===== src/rtl/csa4_avg_scheduler.sv =====
// csa4_avg_scheduler
//   Shares one 4-operand carry-save compressor between two neighbour-averaging
//   requesters (0 = green plane, 1 = red/blue plane). Round-robin arbitration
//   feeds a 3-stage pipeline:
//     S1 operand register, which drives csa_a..csa_d
//     S2 captures the compressor partial vectors csa_out1/csa_out2
//     S3 resolves them with a carry-propagate add (sum, average, source id)
//   Ports:
//     clk, rst                 clock; synchronous active-high reset
//     reqN_valid/ready/ops     requester handshakes, ops = {D,C,B,A}
//     csa_a..csa_d             operands to the shared compressor
//     csa_out1, csa_out2       compressor partial vectors (combinational)
//     out_valid/out_ready      result handshake
//     out_sum, out_avg, out_src  A+B+C+D, rounded average, requester id
//     busy                     any pipeline stage occupied
module csa4_avg_scheduler #(
  parameter int W     = 5,
  parameter bit ROUND = 1'b1
) (
  input  logic           clk,
  input  logic           rst,
  input  logic           req0_valid,
  output logic           req0_ready,
  input  logic [4*W-1:0] req0_ops,
  input  logic           req1_valid,
  output logic           req1_ready,
  input  logic [4*W-1:0] req1_ops,
  output logic [W-1:0]   csa_a,
  output logic [W-1:0]   csa_b,
  output logic [W-1:0]   csa_c,
  output logic [W-1:0]   csa_d,
  input  logic [W+1:0]   csa_out1,
  input  logic [W+1:0]   csa_out2,
  output logic           out_valid,
  input  logic           out_ready,
  output logic [W+1:0]   out_sum,
  output logic [W-1:0]   out_avg,
  output logic           out_src,
  output logic           busy
);

  localparam logic [W+2:0] RND = ROUND ? (W+3)'(2) : '0;

  logic           s1v, s2v;
  logic           s1_src, s2_src;
  logic [W+1:0]   s2_p1, s2_p2;
  logic           last_grant;

  logic           s3_load, s2_load, s1_can_load;
  logic           any_req, grant, accept;
  logic [4*W-1:0] grant_ops;
  logic [W+2:0]   full_sum, rnd_sum;

  // Each stage advances when its successor is empty or draining this edge,
  // so bubbles collapse and a full pipe still streams at 1/cycle.
  assign s3_load     = s2v & (~out_valid | out_ready);
  assign s2_load     = s1v & (~s2v | s3_load);
  assign s1_can_load = ~s1v | s2_load;

  // Under contention the requester not granted last time wins.
  assign any_req    = req0_valid | req1_valid;
  assign grant      = (req0_valid & req1_valid) ? ~last_grant : req1_valid;
  assign accept     = any_req & s1_can_load & ~rst;
  assign req0_ready = accept & ~grant;
  assign req1_ready = accept & grant;
  assign grant_ops  = grant ? req1_ops : req0_ops;

  // W+3 bits holds 4*(2^W-1) plus the rounding constant without wrap.
  assign full_sum = {1'b0, s2_p1} + {1'b0, s2_p2};
  assign rnd_sum  = full_sum + RND;

  assign busy = s1v | s2v | out_valid;

  always_ff @(posedge clk) begin
    if (rst) begin
      s1v        <= 1'b0;
      s2v        <= 1'b0;
      out_valid  <= 1'b0;
      s1_src     <= 1'b0;
      s2_src     <= 1'b0;
      s2_p1      <= '0;
      s2_p2      <= '0;
      csa_a      <= '0;
      csa_b      <= '0;
      csa_c      <= '0;
      csa_d      <= '0;
      out_sum    <= '0;
      out_avg    <= '0;
      out_src    <= 1'b0;
      last_grant <= 1'b1;
    end else begin
      if (accept) begin
        s1v                        <= 1'b1;
        s1_src                     <= grant;
        {csa_d, csa_c, csa_b, csa_a} <= grant_ops;
        last_grant                 <= grant;
      end else if (s2_load) begin
        s1v <= 1'b0;
      end

      if (s2_load) begin
        s2v    <= 1'b1;
        s2_p1  <= csa_out1;
        s2_p2  <= csa_out2;
        s2_src <= s1_src;
      end else if (s3_load) begin
        s2v <= 1'b0;
      end

      // S3 only changes on load, so a stalled result holds every bit.
      if (s3_load) begin
        out_valid <= 1'b1;
        out_sum   <= (W+2)'(full_sum);
        out_avg   <= W'(rnd_sum >> 2);
        out_src   <= s2_src;
      end else if (out_ready) begin
        out_valid <= 1'b0;
      end
    end
  end

endmodule


===== config.mk =====
export PLATFORM = sky130hd
export DESIGN_NAME = csa4_avg_scheduler
export DESIGN_NICKNAME = d
export VERILOG_FILES = /design/src/rtl/csa4_avg_scheduler.sv
export SDC_FILE = /design/constraint.sdc
export NUM_CORES = 1
export LEC_CHECK = 0
export ABC_AREA = 1
export BUFFER_PORTS_ARGS = -buffer_cell sky130_fd_sc_hd__buf_4
export CAP_MARGIN = 25
export CORE_MARGIN = 8
export CORE_UTILIZATION = 40
export CTS_CLUSTER_SIZE = 24
export DETAILED_ROUTE_END_ITERATION = 12
export PLACE_DENSITY = 0.67
export SETUP_SLACK_MARGIN = 0.3
export SLEW_MARGIN = 20
export SYNTH_ARGS = -nofsm -noshare
export SYNTH_HDL_FRONTEND = slang
export SYNTH_SLANG_ARGS = --single-unit

===== constraint.sdc =====
create_clock -name clk -period 2.55 [get_ports clk]
set_input_delay 0.3825 -clock clk [delete_from_list [all_inputs] [get_ports clk]]
set_output_delay 0.3825 -clock clk [all_outputs]
set_load 0.01 [all_outputs]

After elaboration in Yosys (flattened, before gate mapping)

Cells that the tools add are included.

Add/subtract/negate cells: 2
Mux-type cells: 8
Bitwise operators: 19
Reductions and logical operators: 3

Operators with widths:

| cell                                        | count |
|---|---|
| two-way mux 20 bit                          | 1 |
| adder 7 x 2 -> 7 bit, second input constant | 1 |
| adder 7 bit                                 | 1 |
| bitwise AND 1 bit                           | 7 |
| two-way mux 1 bit                           | 7 |
| NOT 1 bit                                   | 6 |
| OR 1 bit                                    | 6 |
| nonzero test 2 bit                          | 3 |

Register bits: 53
Bits of input ports: 59
Output and inout port bits: 37

Longest topological paths before layout

Depth after elaboration: 9
Depth in mapped cells: 13

Least setup slack after synthesis

OpenSTA, ideal clock, no wires.

Path kind: flip-flop to flip-flop
Start: register s2_p1[0]
End: register out_avg[1]
Arrival time: 1699 ps
Required time: 2434 ps
Path slack: 735 ps
Stages on the path, launching flop included: 13
Path buffers: 0
Period minus slack after synthesis: 1815 ps
Path through: dfxtp_1 ha_1 fa_1 inv_1 nand2_1 nand2_1 inv_1 ha_1 nand3b_1 nand2_1 nand2_1 o211ai_1 inv_1

Cells in the longest elaborated chain, start to end: 2

RTL lines:

| item                     | RTL line | RTL |
|---|---|---|
| start: declaration       | 46       | `logic [W+1:0] s2_p1, s2_p2;` |
| start signal: assignment | 103      | `s2_p1 <= csa_out1;` |
| adder 7 bit              | 69       | `assign full_sum = {1'b0, s2_p1} + {1'b0, s2_p2};` |
| net full_sum[2]          | 52       | `logic [W+2:0] full_sum, rnd_sum;` |
| adder 7 x 2 -> 7 bit     | 70       | `assign rnd_sum = full_sum + RND;` |
| end signal: assignment   | 114      | `out_avg <= W'(rnd_sum >> 2);` |
| end: declaration         | 37       | `output logic [W-1:0] out_avg,` |

The timed path passes the listed nets, and every way through them passes these cells.
A chain may end at the register's enable or synchronous reset.

Worst setup path after layout

Start: register s2v
End: output req1_ready

Cells in the longest elaborated chain, start to end: 7
Elaborated cells between the ends (all ways): 8
Those cells by class: bitwise (8)

RTL lines:

| item                                                  | RTL line | RTL |
|---|---|---|
| start: declaration                                    | 44       | `logic s1v, s2v;` |
| start signal: assignment                              | 77       | `s2v <= 1'b0;` |
| start signal: assignment                              | 102      | `s2v <= 1'b1;` |
| start signal: assignment                              | 107      | `s2v <= 1'b0;` |
| bitwise AND 1 bit / NOT 1 bit (equally long branches) | 56, 57   |  |
| OR 1 bit (*)                                          | 57       | `assign s2_load = s1v & (~s2v \| s3_load);` |
| bitwise AND 1 bit (*)                                 | 57       |  |
| OR 1 bit (*)                                          | 58       | `assign s1_can_load = ~s1v \| s2_load;` |
| bitwise AND 1 bit (*) (2 in a row)                    | 63       | `assign accept = any_req & s1_can_load & ~rst;` |
| bitwise AND 1 bit (*)                                 | 65       | `assign req1_ready = accept & grant;` |
| end: declaration                                      | 26       | `output logic req1_ready,` |

Mark *: on every way between the ends. The rest lies on a longest branch, timed or not.

==> key figures <==
Run status
  – Status: finished, final reports clean

Synth
  – Mapped Cells: 343
  – Sequential fraction of the synthesis area: between 40% and 50%
  – Syn Area/Cell: between 7 and 8 sq um
  – Post-Syn Nets: 410
  – Synth Cell Area: roughly 0.0026 sq mm
  – Synth warn: 0
  – Seq cells post-synth: 53
  – Yosys cell types: 26

Worst setup path
  – Startpoint Class: flop
  – CP peak stage delay: around 0.44 ns
  – Crit-path cells: nand2_4, nand3_2, o21ai_4, nor2_8, nand3_1, inv_1, buf_4
  – CP delay by family, top: simple AND/OR/NAND/NOR gates
  – Worst r2r path cells: 12
  – Buf/Inv on CP: 2
  – WS Path Type: reg2out
  – Worst Path Max Fanout: 23
  – Critical Path Stages: 7
  – Required time worst endpoint: 2.17 ns
  – CP endpoint kind: primary output
  – Worst path slowest cell: dfxtp_1
  – CP arrival: 1.66 ns

Finish
  – # nets final: roughly 500
  – Layout overhead on the synthesized area: 30.8%
  – Layout cells sized above 1: between 30% and 40%
  – Most common cell after layout, fill and taps aside: buf_4
  – Design area: 0.00341 sq mm
  – Most frequent cells in the layout: 96 x buf_4, 84 x nand2_1, 53 x dfxtp_1
  – Antenna Cells: 0

Detailed routing
  – DRC violation count after routing: 0
  – Metal-1 WL: approximately 2.7 mm
  – Pre-Repair DR Iteration Count: 4
  – Met3 wire length: approximately 530 um
  – DR vias: 2397
  – DR top layer: met4
  – Final wirelength: 6.39 mm
  – Initial DRC count: 58
  – Routed length on met2: just over 3 mm
  – DR vias/cell: 4.71
  – Avg WL per Cell: ~13 um
  – DRT antenna net count: 0

Clock network
  – Clock tree buffer depth: 2
  – # resized after CTS: 0
  – Clk slew on worst S/H paths: about 0.10 ns
  – Clock Latency Late Sink: ~0.30 ns
  – Post-CTS Setup Repair Bufs: 0
  – Root buffer selected by CTS: clkbuf_8
  – # hold bufs at CTS: 0
  – Clock sinks: 53
  – Total CTS buffers: 5
  – CTS H-tree lvls: 2
  – CTS tree: done

GRT
  – Antenna violations before repair: 0
  – GRT overflow: 0
  – Largest net degree at the start of global routing: 30
  – Vias in the first global route: between 2000 and 2500
  – First-pass GRT wire length: 10.9 mm
  – Total GRT Usage: 13.4%

Timing
  – Final worst-path cycle share: 79.9%
  – Worst Max-Slew Pin Slew: 0.606 ns
  – Final TNS setup: 0 ns
  – Min Tclk post-route: around 2.0 ns
  – Final hold violation count: 0
  – Fmax: between 400 and 500 MHz
  – Clock Skew: roughly 0.005 ns
  – Worst slew margin: 59.5%
  – WHS: roughly 0.33 ns
  – Fin. max-slew vios: 0
  – Endpoints failing setup: 0
  – RSZ-0062 raised after global routing: no

Floorplan
  – Initial Utilization: 41.2%
  – Full die area: roughly 0.0093 sq mm
  – Core Area: 0.00631 sq mm
  – Chip width: just under 100 um
  – Row cnt: 29
  – Die height: between 90 and 100 um
  – Num ports: 96

Place
  – GPL Wtd Cong: ~0.78
  – I/O Buffers: 95
  – Post-DP HPWL: 5.07 mm
  – Post-DP Area: ~0.0033 sq mm

Worst hold path
  – Hold-critical path depth: 3
  – Min-delay worst type: in2reg

Pwr
  – VDD IR max: between 0.3 and 0.4 mV
  – Pwr Density: ~540 mW/mm^2
  – P_leak: ~1.7 nW

Job
  – MaxCap Viol Count: 0
-- routing by layer --
| layer | vias up | track usage (%) |
|---|---|---|
| met2 | 57 | 22.8 |
| li1 | 1273 | - |
| met4 | 0 | 3.91 |
| met5 | - | 0 |
| met3 | 4 | 6.19 |
| met1 | 1063 | 14.6 |
-- report_power, final --
part           switching, mW  internal [mW]  leakage [nW]
sequential            0.0356          0.890         0.437
combinational          0.235          0.223          1.21
clock                  0.278          0.190        0.0439
-- cell type report --
cell class                      count  area (sq um)
Fill cell                         624          2910
Timing Repair Buffer               96           721
Sequential cell                    53          1060
Inverter                           34           128
Clock inverter                      3          17.5
Tap cell                           77          96.3
Clock buffer                        5          68.8
Multi-Input combinational cell    241          1310
-- cells by family (layout without fill, tap and decap cells) --
| family | Yosys count | after routing | share of synthesized area (%) |
|---|---|---|---|
| and+or+nand+nor | 154 | 154 | 24.9 |
| AOI/OAI and AO/OA | 59 | 59 | 12.7 |
| DFF | 53 | 53 | 40.7 |
| buffers and inverters | 49 | 138 | 8.79 |
| muxes | 20 | 20 | 8.65 |
| adders and majority gates | 8 | 8 | 4.13 |
-- worst min-delay path, stage by stage --
cell and delay, ns:
buf_4 0.07, o21ai_0 0.07, nor2_1 0.08
-- through the flow --
step	std cells	util [%]	setup slack (ns)	power [mW]
floorplan	343	-	0.735	1.23
global placement	501	52.6	0.654	1.40
detailed placement	501	52.6	0.593	1.41
CTS	509	53.9	0.484	1.88
global route	509	53.9	0.364	1.97
finish	509	53.9	0.511	1.85
-- cells in the mapped netlist --
cell,count,area (sq um)
mux2_2,20,225
nand2_2,2,12.5
nand3b_2,1,11.3
nand3_1,16,80.1
o21ai_4,1,16.3
nand4_1,1,6.26
o211ai_1,4,30.0
inv_2,1,3.75
dfxtp_1,53,1060
fa_1,1,20.0
nand3b_1,1,7.51
clkbuf_1,3,11.3
buf_2,6,30.0
nand2_4,1,11.3
nand2_1,84,315
buf_6,4,45.0
buf_4,2,15.0
ha_1,7,87.6
o21ai_0,24,120
nor2_8,1,20.0
nor2_2,1,6.26
inv_1,33,124
nand3_2,1,10.0
a21oi_1,26,130
nor2_1,45,169
a21oi_2,4,35.0
-- final timing paths --
| kind | start | to | slack (ns) |
|---|---|---|---|
| max | s2v | req1_ready | 0.51 |
| min | csa_out2[4] | s2_p2[4] | 0.33 |
| max reg2reg | s2_p1[0] | out_avg[1] | 0.59 |
| min reg2reg | csa_a[2] | csa_a[2] | 0.47 |
-- sequential cells by signal (all words and copies together) (netlist names), 5 cells and up --
name,cells
out_sum,7
s2_p1,7
s2_p2,7
csa_a,5
csa_b,5
csa_c,5
csa_d,5
out_avg,5
Power figures use the tool's default switching activity.
